===== src/rtl/dvp_tx_if.sv =====
// rtl/dvp_tx_if.sv - RGB565 pixel stream handshake into the DVP source
interface dvp_tx_if;
  logic        PixelValid;
  logic [15:0] PixelData;
  logic        PixelReady;

  modport master (output PixelValid, output PixelData, input PixelReady);
  modport slave  (input PixelValid, input PixelData, output PixelReady);
endinterface


===== src/rtl/dvp_tx.sv =====
// rtl/dvp_tx.sv - OV5640-style DVP source serializing RGB565 pixels, high byte first
module dvp_tx #(
  parameter int H_ACTIVE = 1280,
  parameter int H_BLANK  = 64,
  parameter int V_ACTIVE = 720,
  parameter int VS_PULSE = 32,
  parameter int V_BACK   = 64,
  parameter int V_FRONT  = 64
) (
  input  logic        PCLK,
  input  logic        Rst_n,
  input  logic        Enable,
  dvp_tx_if.slave     pix,
  output logic        Vsync,
  output logic        Href,
  output logic [7:0]  Data,
  output logic [11:0] LineCnt,
  output logic        FrameDone,
  output logic        Underflow
);

  function automatic int max2(input int a, input int b);
    return (a > b) ? a : b;
  endfunction

  localparam int CMAX = max2(max2(2 * H_ACTIVE, H_BLANK), max2(max2(VS_PULSE, V_BACK), V_FRONT));
  localparam int CW   = $clog2(CMAX + 1);
  localparam int LW   = (V_ACTIVE > 1) ? $clog2(V_ACTIVE) : 1;

  typedef enum logic [2:0] {
    S_IDLE, S_VSYNC, S_VBACK, S_ACTIVE, S_HBLANK, S_VFRONT
  } state_t;

  state_t        state;
  logic [CW-1:0] cnt;
  logic [LW-1:0] line;
  logic          phase;     // 0: high byte on Data, 1: low byte on Data
  logic [7:0]    low_byte;
  logic          cnt_zero;
  logic          last_line;
  logic          take;

  // Saturate the internal line index into the 12-bit visible counter.
  function automatic logic [11:0] sat12(input logic [LW-1:0] v);
    if (LW > 12 && 32'(v) > 4095) return 12'hFFF;
    return 12'(v);
  endfunction

  assign cnt_zero  = (cnt == '0);
  assign last_line = (line == LW'(V_ACTIVE - 1));

  // Ready in every cycle whose successor shows a fresh high byte.
  always_comb begin
    take = 1'b0;
    case (state)
      S_VBACK:  take = cnt_zero;
      S_HBLANK: take = cnt_zero && !last_line;
      S_ACTIVE: take = phase && !cnt_zero;
      default:  take = 1'b0;
    endcase
  end

  assign pix.PixelReady = take;

  always_ff @(posedge PCLK or negedge Rst_n) begin
    if (!Rst_n) begin
      state     <= S_IDLE;
      cnt       <= '0;
      line      <= '0;
      phase     <= 1'b0;
      low_byte  <= 8'h00;
      Vsync     <= 1'b0;
      Href      <= 1'b0;
      Data      <= 8'h00;
      LineCnt   <= 12'h000;
      FrameDone <= 1'b0;
      Underflow <= 1'b0;
    end else begin
      FrameDone <= 1'b0;

      if (take) begin
        Href     <= 1'b1;
        phase    <= 1'b0;
        Data     <= pix.PixelValid ? pix.PixelData[15:8] : 8'h00;
        low_byte <= pix.PixelValid ? pix.PixelData[7:0]  : 8'h00;
        if (!pix.PixelValid) Underflow <= 1'b1;
      end

      case (state)
        S_IDLE: begin
          if (Enable) begin
            state <= S_VSYNC;
            Vsync <= 1'b1;
            cnt   <= CW'(VS_PULSE - 1);
          end
        end

        S_VSYNC: begin
          if (cnt_zero) begin
            state <= S_VBACK;
            Vsync <= 1'b0;
            cnt   <= CW'(V_BACK - 1);
          end else begin
            cnt <= cnt - 1'b1;
          end
        end

        S_VBACK: begin
          if (cnt_zero) begin
            state   <= S_ACTIVE;
            cnt     <= CW'(2 * H_ACTIVE - 1);
            line    <= '0;
            LineCnt <= 12'h000;
          end else begin
            cnt <= cnt - 1'b1;
          end
        end

        S_ACTIVE: begin
          if (cnt_zero) begin
            state <= S_HBLANK;
            Href  <= 1'b0;
            Data  <= 8'h00;
            cnt   <= CW'(H_BLANK - 1);
          end else begin
            cnt <= cnt - 1'b1;
            if (!phase) begin
              Data  <= low_byte;
              phase <= 1'b1;
            end
          end
        end

        S_HBLANK: begin
          if (cnt_zero) begin
            if (last_line) begin
              state     <= S_VFRONT;
              cnt       <= CW'(V_FRONT - 1);
              FrameDone <= (V_FRONT == 1);
            end else begin
              state   <= S_ACTIVE;
              cnt     <= CW'(2 * H_ACTIVE - 1);
              line    <= line + 1'b1;
              LineCnt <= sat12(line + 1'b1);
            end
          end else begin
            cnt <= cnt - 1'b1;
          end
        end

        S_VFRONT: begin
          if (cnt_zero) begin
            if (Enable) begin
              state <= S_VSYNC;
              Vsync <= 1'b1;
              cnt   <= CW'(VS_PULSE - 1);
            end else begin
              state   <= S_IDLE;
              line    <= '0;
              LineCnt <= 12'h000;
            end
          end else begin
            cnt <= cnt - 1'b1;
            if (cnt == CW'(1)) FrameDone <= 1'b1;
          end
        end

        default: state <= S_IDLE;
      endcase
    end
  end

endmodule


===== src/flat_wrapper.sv =====
// flat-port wrapper written by rule: the top's interface ports become plain ports
module dvp_tx_flat 
#(
  parameter int H_ACTIVE = 1280,
  parameter int H_BLANK  = 64,
  parameter int V_ACTIVE = 720,
  parameter int VS_PULSE = 32,
  parameter int V_BACK   = 64,
  parameter int V_FRONT  = 64
)
  (PCLK, Rst_n, Enable, Vsync, Href, Data, LineCnt, FrameDone, Underflow, pix_PixelValid, pix_PixelData, pix_PixelReady);
  dvp_tx_if pix_i ();
  input  logic PCLK;
  input  logic Rst_n;
  input  logic Enable;
  output logic Vsync;
  output logic Href;
  output logic [7:0] Data;
  output logic [11:0] LineCnt;
  output logic FrameDone;
  output logic Underflow;
  input wire logic [$bits(pix_i.PixelValid)-1:0] pix_PixelValid;
  input wire logic [$bits(pix_i.PixelData)-1:0] pix_PixelData;
  output wire logic [$bits(pix_i.PixelReady)-1:0] pix_PixelReady;
  assign pix_i.PixelValid = pix_PixelValid;
  assign pix_i.PixelData = pix_PixelData;
  assign pix_PixelReady = pix_i.PixelReady;
  dvp_tx #(.H_ACTIVE(H_ACTIVE), .H_BLANK(H_BLANK), .V_ACTIVE(V_ACTIVE), .VS_PULSE(VS_PULSE), .V_BACK(V_BACK), .V_FRONT(V_FRONT)) u_core (.PCLK(PCLK), .Rst_n(Rst_n), .Enable(Enable), .pix(pix_i), .Vsync(Vsync), .Href(Href), .Data(Data), .LineCnt(LineCnt), .FrameDone(FrameDone), .Underflow(Underflow));
endmodule

===== config.mk =====
export PLATFORM = sky130hd
export DESIGN_NAME = dvp_tx_flat
export DESIGN_NICKNAME = d
export VERILOG_FILES = /design/src/rtl/dvp_tx_if.sv /design/src/rtl/dvp_tx.sv /design/src/flat_wrapper.sv
export SDC_FILE = /design/constraint.sdc
export NUM_CORES = 1
export LEC_CHECK = 0
export BUFFER_PORTS_ARGS = -buffer_cell sky130_fd_sc_hd__clkbuf_2
export CAP_MARGIN = 0
export CORE_ASPECT_RATIO = 0.75
export CORE_MARGIN = 2
export CORE_UTILIZATION = 45
export DETAILED_ROUTE_END_ITERATION = 16
export HOLD_SLACK_MARGIN = 0.08
export PLACE_DENSITY = 0.7
export SYNTH_ARGS = -nofsm -noshare
export SYNTH_HDL_FRONTEND = slang
export SYNTH_SLANG_ARGS = --single-unit

===== constraint.sdc =====
create_clock -name PCLK -period 3.55 [get_ports PCLK]
set_input_delay 0.8875 -clock PCLK [delete_from_list [all_inputs] [get_ports PCLK]]
set_output_delay 0.8875 -clock PCLK [all_outputs]
set_load 0.01 [all_outputs]

==> key figures <==
Final layout
  – Final nets: 400
  – Syn-to-layout area delta: 10.80%
  – Fin util: 52.12%
  – FF/Latch Area: 1151 µm²
  – Diode count: 0
  – Multi-input logic area: 1664 µm²
  – Layout cell share with drive strength beyond 1: 20.16%
  – Filler cells: 615

Drt
  – Highest metal used: met4
  – WL final: 7.509 mm
  – Antenna-violating nets left: 0
  – DRC: 0
  – DRT met1 WL: 3.678 mm
  – DR iter-0 viols: 231
  – DR pass1 iterations: 5
  – Wire length per cell: 16.40 µm
  – Routed vias: 2754
  – DR vias/cell: 6.013
  – DR WL met2: 3.356 mm
  – Met3 wire len: 377 µm

Critical path
  – Kind of critical path: flip-flop to output port
  – Capturing element type of the critical path: output port
  – CP Data Arrival Time: 2.25 ns
  – Critical path peak fanout: 7
  – Worst R2R Setup Slack: 0.95 ns
  – Worst Setup Start Kind: flip-flop
  – R2R depth: 8
  – Worst EP required: 2.66 ns

Yosys
  – Sequential fraction of the synthesis area: 38.35%
  – Post-synth EDFFs: 0
  – Async SR Flop Fraction: 100.0%
  – Mean post-synth cell area: 8.777 µm²
  – Largest cells by area after synthesis: dfrtp_1 38%, mux2i_1 5.7%, nand2_1 5.5%
  – Synth area leader: dfrtp_1
  – Cells after synthesis: 342
  – Synth Flop Type: dfrtp_1
  – Synth warn: 0
  – Count of cell types in the netlist: 59
  – Share of the synthesized area in the top cell type: 38.35%
  – Mapped Area: 3002 µm²
  – FF+latch count, synth: 46

Timing
  – Slew @ Worst Pin: 0.8076 ns
  – Fin crit period: 3.141 ns
  – Final critical-path share of the clock period: 88.49%
  – Worst Clk Skew: 0.01318 ns
  – Worst setup margin: 0.4087 ns
  – TNS Setup: 0 ns
  – Relative slew margins: 45.59%
  – RSZ-0062 raised after global routing: no
  – Max Fclk: 318.3 MHz
  – Slew Viols, Final: 0
  – Final setup fails: 0
  – Final hold vios: 0

Clocking
  – Bufs on Longest Clock Path: 2
  – Clock Latency Late Sink: 0.31 ns
  – CTS clk-pin slew, worst paths: 0.10 ns
  – CTS hold repair buffers: 0
  – Clk sinks: 46
  – TritonCTS clock tree: yes
  – # resized after CTS: 0
  – CTS Root Cell: clkbuf_8
  – H-tree Lvls: 2
  – TritonCTS buffer count: 5
  – Setup Buffers After CTS: 0

Global routing
  – Vias in the first global route: 2509
  – Grt total ovfl: 0
  – Pin count of the biggest net entering global routing: 31
  – Gr usage total: 21.38%
  – First-pass GRT wire length: 12.52 mm
  – Initial antenna violation count: 0

Placed design
  – Port Buf Inserts: 42
  – Pre-CTS setup slack: 0.7776 ns
  – Final GP Congestion: 0.8502
  – Hpwl dp: 5.340 mm

Floorplanning
  – Initial core utilization: 47.04%
  – Num ports: 45
  – Die area: 7346 µm²
  – Core box area: 6381 µm²
  – Die span in y: 74.73 µm
  – Overall die width: 98.31 µm
  – Row Count: 25

Pwr
  – Cell leakage power: 1.515 nW
  – Power Density: 567.6 nW/µm²
  – IR drop worst, VDD: 0.2462 mV

Hold path
  – Worst Hold Class: flip-flop to flip-flop
  – Hold Path Depth: 1

Job
  – Max-cap violations: 0

Outcome
  – Status: finished clean
-- routing by layer --
layer | up-vias | global-route usage (%)
li1 | 1324 | -
met1 | 1329 | 31.34
met2 | 90 | 32.80
met3 | 11 | 3.157
met4 | 0 | 7.458
met5 | - | 0
-- layout by cell type, fill, tap and decap left out, drive strengths merged, types with 3 or more instances in the layout --
master / instances
a211o: 8
a21oi: 11
a31oi: 9
and4: 3
buf: 6
clkbuf: 47
dfrtp: 46
ha: 4
inv: 17
mux2: 8
mux2i: 17
nand2: 44
nand3: 10
nand4: 6
nor2: 26
nor2b: 3
nor3: 21
nor3b: 3
nor4: 3
o211ai: 5
o21ai: 18
o22ai: 9
o31ai: 5
or4: 5
xnor2: 3
-- critical path, cell delays in order (launching register included) --
cell      delay [ns]
dfrtp_1         0.46
inv_1           0.15
ha_1            0.21
nor3b_1         0.27
and4_1          0.29
mux2i_1         0.29
nor2_2          0.09
inv_1           0.06
clkbuf_2        0.12
-- cells by family after synthesis --
family | share of synthesized area, %
compound gates | 19.80
xor+xnor | 1.459
fa+ha+maj | 1.667
buf+inv | 6.336
flops | 38.35
mux | 8.670
other cells | 0.1249
simple gates | 23.59
-- sequential cells by signal (all words and copies together) (netlist names) --
name / count
u_core.Vsync: 1
u_core.Underflow: 1
u_core.low_byte: 8
u_core.Href: 1
u_core.state: 3
u_core.FrameDone: 1
u_core.Data: 8
u_core.LineCnt: 10
u_core.phase: 1
u_core.cnt: 12
-- worst paths after layout --
| path | endpoint | startpoint |
|---|---|---|
| max reg2reg | u_core.LineCnt[9]$_DFFE_PN0P_ | u_core.cnt[0]$_DFFE_PN0P_ |
| max | pix_PixelReady | u_core.cnt[0]$_DFFE_PN0P_ |
| min in group asynchronous | u_core.FrameDone$_DFF_PN0_ | Rst_n |
| min reg2reg | u_core.Underflow$_DFFE_PN0P_ | u_core.Underflow$_DFFE_PN0P_ |
| max in group asynchronous | u_core.LineCnt[2]$_DFFE_PN0P_ | Rst_n |
| min | u_core.Underflow$_DFFE_PN0P_ | u_core.Underflow$_DFFE_PN0P_ |
-- cell type report --
| cell class | count | area share [%] |
|---|---|---|
| clock buffer | 5 | 2.069 |
| clock inverter | 3 | 0.6396 |
| inverter | 17 | 1.919 |
| multi-input combinational | 258 | 50.04 |
| sequential | 46 | 34.61 |
| tap | 81 | 3.047 |
| timing repair buffer | 48 | 7.675 |
-- stage by stage --
step                      instance area [µm²]  hold slack [ns]  power [mW]  cells
after floorplan                          3005           0.4908       1.353    343
after global placement                   3236           0.4621       1.527    450
after detailed placement                 3236           0.4690       1.552    450
after CTS                                3326           0.4998       1.894    458
after global routing                     3326           0.5122       2.016    458
final                                    3326           0.4953       1.888    458
-- cells in the mapped netlist, types with 3 or more instances --
| master | count |
|---|---|
| o22ai_1 | 9 |
| a211o_1 | 8 |
| a31oi_1 | 8 |
| nor2b_1 | 3 |
| o211ai_1 | 5 |
| and4_1 | 3 |
| inv_1 | 17 |
| nor3b_1 | 3 |
| buf_4 | 5 |
| buf_6 | 3 |
| mux2_2 | 8 |
| nand4_1 | 6 |
| nand2_1 | 44 |
| ha_1 | 4 |
| nand3_1 | 10 |
| or4_1 | 5 |
| nor3_1 | 18 |
| xnor2_1 | 3 |
| clkbuf_1 | 12 |
| mux2i_1 | 17 |
| o31ai_1 | 4 |
| nor4_1 | 3 |
| nor2_1 | 25 |
| a21oi_1 | 11 |
| dfrtp_1 | 46 |
| o21ai_0 | 17 |
-- where the power goes --
part	internal, mW	leakage (nW)	switching (mW)	total [mW]
Clock	0.139	0.0441	0.199	0.337
Sequential	0.681	0.586	0.197	0.878
Combinational	0.320	0.885	0.353	0.672
Total	1.14	1.51	0.749	1.89
(Power assumes the default switching activity.)
